$ cat src/rtl/pcm_pkg.sv
// rtl/pcm_pkg.sv - shared types and constants for the PCM TDM scheduler
package pcm_pkg;

  localparam int PCM_W = 8;

  localparam logic [PCM_W-1:0] SYNC_WORD_DEF   = 8'h9B;
  localparam logic [PCM_W-1:0] IDLE_SAMPLE_DEF = 8'h00;

  typedef enum logic [2:0] {
    ST_IDLE,
    ST_SYNC,
    ST_LOAD,
    ST_ENC,
    ST_CAP,
    ST_OUT
  } pcm_sched_state_t;

endpackage

$ cat src/rtl/pcm_tdm_scheduler.sv
// rtl/pcm_tdm_scheduler.sv - shares one registered PCM encoder across NCH channels in sync-led frames
module pcm_tdm_scheduler
  import pcm_pkg::*;
#(
  parameter int               NCH         = 4,
  parameter logic [PCM_W-1:0] SYNC_WORD   = SYNC_WORD_DEF,
  parameter logic [PCM_W-1:0] IDLE_SAMPLE = IDLE_SAMPLE_DEF
) (
  input  logic                     clk_character_rate,
  input  logic                     reset,
  input  logic                     enable,
  input  logic [NCH-1:0]           ch_valid,
  input  logic [PCM_W*NCH-1:0]     ch_data,
  output logic [NCH-1:0]           ch_ready,
  output logic [PCM_W-1:0]         enc_datain,
  input  logic [PCM_W-1:0]         enc_pcm,
  output logic                     out_valid,
  input  logic                     out_ready,
  output logic [PCM_W-1:0]         out_data,
  output logic                     out_sync,
  output logic [$clog2(NCH)-1:0]   out_ch,
  output logic                     out_idle,
  output logic [7:0]               frame_cnt
);

  localparam int                SLOT_W    = $clog2(NCH);
  localparam logic [SLOT_W-1:0] LAST_SLOT = SLOT_W'(NCH - 1);

  pcm_sched_state_t  state_q, state_d;
  logic [SLOT_W-1:0] slot_q, slot_d;
  logic [PCM_W-1:0]  enc_datain_q, enc_datain_d;
  logic [PCM_W-1:0]  out_q, out_d;
  logic              idle_q, idle_d;
  logic              out_valid_q, out_valid_d;
  logic              out_sync_q, out_sync_d;
  logic [SLOT_W-1:0] out_ch_q, out_ch_d;
  logic              out_idle_q, out_idle_d;
  logic [7:0]        frame_cnt_q, frame_cnt_d;
  logic [PCM_W-1:0]  slot_sample;

  assign slot_sample = ch_data[slot_q*PCM_W +: PCM_W];

  always_comb begin
    ch_ready = '0;
    if (state_q == ST_LOAD) ch_ready[slot_q] = ch_valid[slot_q];
  end

  always_comb begin
    state_d      = state_q;
    slot_d       = slot_q;
    enc_datain_d = enc_datain_q;
    out_d        = out_q;
    idle_d       = idle_q;
    out_valid_d  = out_valid_q;
    out_sync_d   = out_sync_q;
    out_ch_d     = out_ch_q;
    out_idle_d   = out_idle_q;
    frame_cnt_d  = frame_cnt_q;
    case (state_q)
      ST_IDLE: begin
        if (enable) begin
          state_d     = ST_SYNC;
          out_valid_d = 1'b1;
          out_sync_d  = 1'b1;
          out_d       = SYNC_WORD;
          out_ch_d    = '0;
          out_idle_d  = 1'b0;
        end
      end
      ST_SYNC: begin
        if (out_ready) begin
          state_d     = ST_LOAD;
          slot_d      = '0;
          out_valid_d = 1'b0;
          out_sync_d  = 1'b0;
        end
      end
      ST_LOAD: begin
        state_d = ST_ENC;
        if (ch_valid[slot_q]) begin
          enc_datain_d = slot_sample;
          idle_d       = 1'b0;
        end else begin
          enc_datain_d = IDLE_SAMPLE;
          idle_d       = 1'b1;
        end
      end
      ST_ENC: state_d = ST_CAP;
      // encoder output reflects enc_datain only now, one cycle after it was registered
      ST_CAP: begin
        state_d     = ST_OUT;
        out_d       = enc_pcm;
        out_ch_d    = slot_q;
        out_idle_d  = idle_q;
        out_valid_d = 1'b1;
      end
      ST_OUT: begin
        if (out_ready) begin
          out_valid_d = 1'b0;
          if (slot_q != LAST_SLOT) begin
            slot_d  = slot_q + SLOT_W'(1);
            state_d = ST_LOAD;
          end else begin
            frame_cnt_d = frame_cnt_q + 8'd1;
            if (enable) begin
              state_d     = ST_SYNC;
              out_valid_d = 1'b1;
              out_sync_d  = 1'b1;
              out_d       = SYNC_WORD;
              out_ch_d    = '0;
              out_idle_d  = 1'b0;
            end else begin
              state_d    = ST_IDLE;
              out_sync_d = 1'b0;
              out_d      = '0;
              out_ch_d   = '0;
              out_idle_d = 1'b0;
            end
          end
        end
      end
      default: state_d = ST_IDLE;
    endcase
  end

  always_ff @(posedge clk_character_rate or posedge reset) begin
    if (reset) begin
      state_q      <= ST_IDLE;
      slot_q       <= '0;
      enc_datain_q <= '0;
      out_q        <= '0;
      idle_q       <= 1'b0;
      out_valid_q  <= 1'b0;
      out_sync_q   <= 1'b0;
      out_ch_q     <= '0;
      out_idle_q   <= 1'b0;
      frame_cnt_q  <= '0;
    end else begin
      state_q      <= state_d;
      slot_q       <= slot_d;
      enc_datain_q <= enc_datain_d;
      out_q        <= out_d;
      idle_q       <= idle_d;
      out_valid_q  <= out_valid_d;
      out_sync_q   <= out_sync_d;
      out_ch_q     <= out_ch_d;
      out_idle_q   <= out_idle_d;
      frame_cnt_q  <= frame_cnt_d;
    end
  end

  assign enc_datain = enc_datain_q;
  assign out_data   = out_q;
  assign out_valid  = out_valid_q;
  assign out_sync   = out_sync_q;
  assign out_ch     = out_ch_q;
  assign out_idle   = out_idle_q;
  assign frame_cnt  = frame_cnt_q;

endmodule

$ cat config.mk
export PLATFORM = sky130hd
export DESIGN_NAME = pcm_tdm_scheduler
export DESIGN_NICKNAME = d
export VERILOG_FILES = /design/src/rtl/pcm_pkg.sv /design/src/rtl/pcm_tdm_scheduler.sv
export SDC_FILE = /design/constraint.sdc
export NUM_CORES = 1
export LEC_CHECK = 0
export ABC_CLOCK_PERIOD_IN_PS = 1800
export BUFFER_PORTS_ARGS = -buffer_cell sky130_fd_sc_hd__buf_2
export CAP_MARGIN = 20
export CELL_PAD_IN_SITES_DETAIL_PLACEMENT = 1
export CELL_PAD_IN_SITES_GLOBAL_PLACEMENT = 1
export CORE_ASPECT_RATIO = 0.9
export CORE_MARGIN = 2
export CORE_UTILIZATION = 36
export DETAILED_ROUTE_END_ITERATION = 8
export GPL_TIMING_DRIVEN = 0
export HOLD_SLACK_MARGIN = 0.12
export PLACE_DENSITY_LB_ADDON = 0.1
export SETUP_SLACK_MARGIN = 0.15
export SLEW_MARGIN = 20
export SYNTH_ARGS = -nofsm -noshare
export SYNTH_HDL_FRONTEND = slang
export SYNTH_SLANG_ARGS = --single-unit
$ cat constraint.sdc
create_clock -name clk_character_rate -period 1.8 [get_ports clk_character_rate]
set_input_delay 0.18 -clock clk_character_rate [delete_from_list [all_inputs] [get_ports clk_character_rate]]
set_output_delay 0.18 -clock clk_character_rate [all_outputs]
set_load 0.1 [all_outputs]
==> out/summary.txt <==
syn_area_per_cell: 10.7 um2
Hold Crit Depth: 3
H-tree depth: 2
Clk Latency, worst-skew pair: 0.29 ns
worst path required time: 1.62 ns
Synth Cell Area: 1980 um2
fin. max-slew vios: 0
Min-Delay Path Class: primary input to register
number of global-route vias before repair: 1892
Worst path slowest cell: dfrtp_2
Setup Skew: 0.00627 ns
CP endpoint kind: primary output
Root Buffer: clkbuf_8
Area contributors post-synth: dfrtp_1 (44%), mux2_2 (6.8%), mux2i_1 (4.0%)
crit path cell chain: mux2_4 > mux2_4 > and3_4 > buf_12
Async SR Flop Fraction: 100%
Flop pwr share: 21.7%
CTS max path bufs: 2
most frequent cells in the layout: buf_2 (79), dfrtp_1 (30), nand2_1 (18)
Setup crit start kind: register
global-route wire length before repair: 9.20 mm
Detail Route Antenna Nets: 0
Ports: 81
Int Power: 2.67 mW
Switching Fraction: 54.7%
initial core utilization: 37.4%
initial DRC count: 46
core area: 5290 um2
TritonCTS clock tree: done
RePlAce Congestion: 0.709
Period minus WS final: 1.86 ns
Setup CP Type: register to primary output
Worst R2R Path Depth: 7
post-synth top area cell: dfrtp_1
Yosys top cell area share: 44.3%
failing checks: negative setup slack
die height: 74.3 um
Synth Instances: 185
via total after detailed routing: 1843
Setup WS post-layout: -0.0621 ns
dominant synthesized flop cell: dfrtp_1
WL per Instance: 16.4 um
crit path max fanout: 5
Syn-to-layout area delta: 46.4%
EDFF count, synth: 0
first drt pass iteration count: 4
grt total ovfl: 0
antenna cells: 0
slowest stage delay, CP: 0.45 ns
Fill cells: 611
Fmax: 537 MHz
P_sw: 3.21 mW
status: finished, violations left
Synth Warn #: 0
RSZ-0062 raised after global routing: true
total power: 5.88 mW
drt total wl: 5.82 mm
Peak VDD IR: 1.26 mV
commonest non-fill, non-tap cell in the layout: buf_2
CP delay by family, top: multiplexers
Total Routing Usage GR: 20.1%
CP Data Arrival Time: 1.68 ns
crit path buf inv count: 1
Yosys reg bits: 35
clock power share: 14.4%
Synth Net Count: 238
initial antenna violation count: 0
hpwl dp: 4.14 mm
pin count of the biggest net entering global routing: 36
drc violations: 0
clock transition at the registers of the reported paths: 0.07 ns
nets: 339
endpoints failing hold: 0
Place WS: -0.142 ns
CTS Buf Count: 5
Chip Width: 82.1 um
Row Count: 25
final core occ: 54.8%
# setup viols final: 4
drt via density: 5.21
Worst Tran Pin Value: 0.753 ns
LEAKAGE: 1.35 nW
die area: 6100 um2
crit-path most repeated cell: mux2_4
combinational cell fraction of total power: 63.9%
Critical Path Stages: 4
PwrDens: 2030 nW/um2
relative slew slack: 49.7%
layout cells sized above 1: 50.5%
maxcap violations: 0
Final Cycle Share: 103%
Cell variety after synth: 43
PortBufs: 80
clock tree sinks: 35
sequential area share after synthesis: 44.3%
## tightest hold or removal path: stages
cell	delay (ns)
buf_2	0.10
nand2_1	0.05
a2bb2oi_1	0.06
## cell usage after synthesis (2+ instances only)
cell type	number
dfrtp_1	35
nand2_1	19
mux2_2	12
nand4_1	9
mux2i_1	8
o311ai_1	8
buf_2	7
nand3_1	7
a21oi_1	6
a22o_1	6
inv_1	6
nor3_1	6
a2bb2oi_1	5
ha_1	5
and3_1	4
xor2_1	4
nor2_1	3
xnor2_1	3
buf_4	2
buf_6	2
clkbuf_1	2
nand3b_1	2
nand4b_1	2
o21ai_0	2
o21bai_1	2
## cell families after synthesis
family	Yosys count	synth area share, %
AND/OR/NAND/NOR	61	17.6
AO/OA/AOI/OAI	36	14.4
flip-flops	35	44.3
multiplexers	22	12.2
buffers and inverters	19	5.19
XOR/XNOR	7	3.10
adder cells (fa/ha/maj)	5	3.16
## area by class of cell
cell class	instances	area, um2	share of cell area, %
timing repair buffer	94	581	20.1
sequential	35	882	30.5
clock buffer	6	72.6	2.51
clock inverter	2	60.1	2.07
buffer	13	93.8	3.24
multi-input combinational	131	1100	38.0
inverter	6	22.5	0.778
tap	67	83.8	2.90
## state kept, by name, indices dropped and copies added, names as in the netlist
name and count:
out_idle 1, enc_datain 8, slot_q 2, out_data 8, out_valid 1, idle_q 1
out_sync 1, frame_cnt 8, state_q 3, out_ch 2
## worst paths after layout
kind                              start             to  slack, ns
max                           slot_q[0]    ch_ready[2]      -0.06
max in group asynchronous         reset     state_q[1]       0.69
max reg2reg                   slot_q[0]      slot_q[1]       0.08
min reg2reg                frame_cnt[7]   frame_cnt[7]       0.47
min in group asynchronous         reset  enc_datain[1]       0.57
min                          enc_pcm[1]    out_data[1]       0.14
## power by group through the flow
stage                     Sequential [mW]  Clock [mW]  Combinational [mW]
after floorplan                      2.91           0                1.20
after global placement               1.28           0                3.44
after detailed placement             1.28           0                3.47
after CTS                            1.27       0.866                3.68
after global routing                 1.32       0.895                3.96
final                                1.28       0.844                3.76
## metal layers
layer	vias to the layer above	part of all wire [%]	global-route usage, %
met5	-	0	0
met4	0	1.4	8.15
met3	7	4.1	3.76
met2	47	47	31.2
met1	900	47	27.9
li1	889	-	-
## through the flow
stage                     cell area, um2  TNS, ns  instances  hold WS, ns
after floorplan                     1990        0        185        0.310
after CTS                           2830   -0.348        350        0.135
after detailed placement            2470   -0.578        332        0.362
final                               2900   -0.241        354        0.139
after global placement              2470   -0.494        332        0.409
after global routing                2900   -0.370        354        0.141
## what timing repair did
action	4_1_cts	5_1_grt
setup buffers	4	4
gates resized for setup	35	11
hold buffers	6	0
endpoints found under the setup margin	17	17
endpoints found under the hold margin	40	0
pin swaps	1	6
Power figures use the tool's default switching activity.
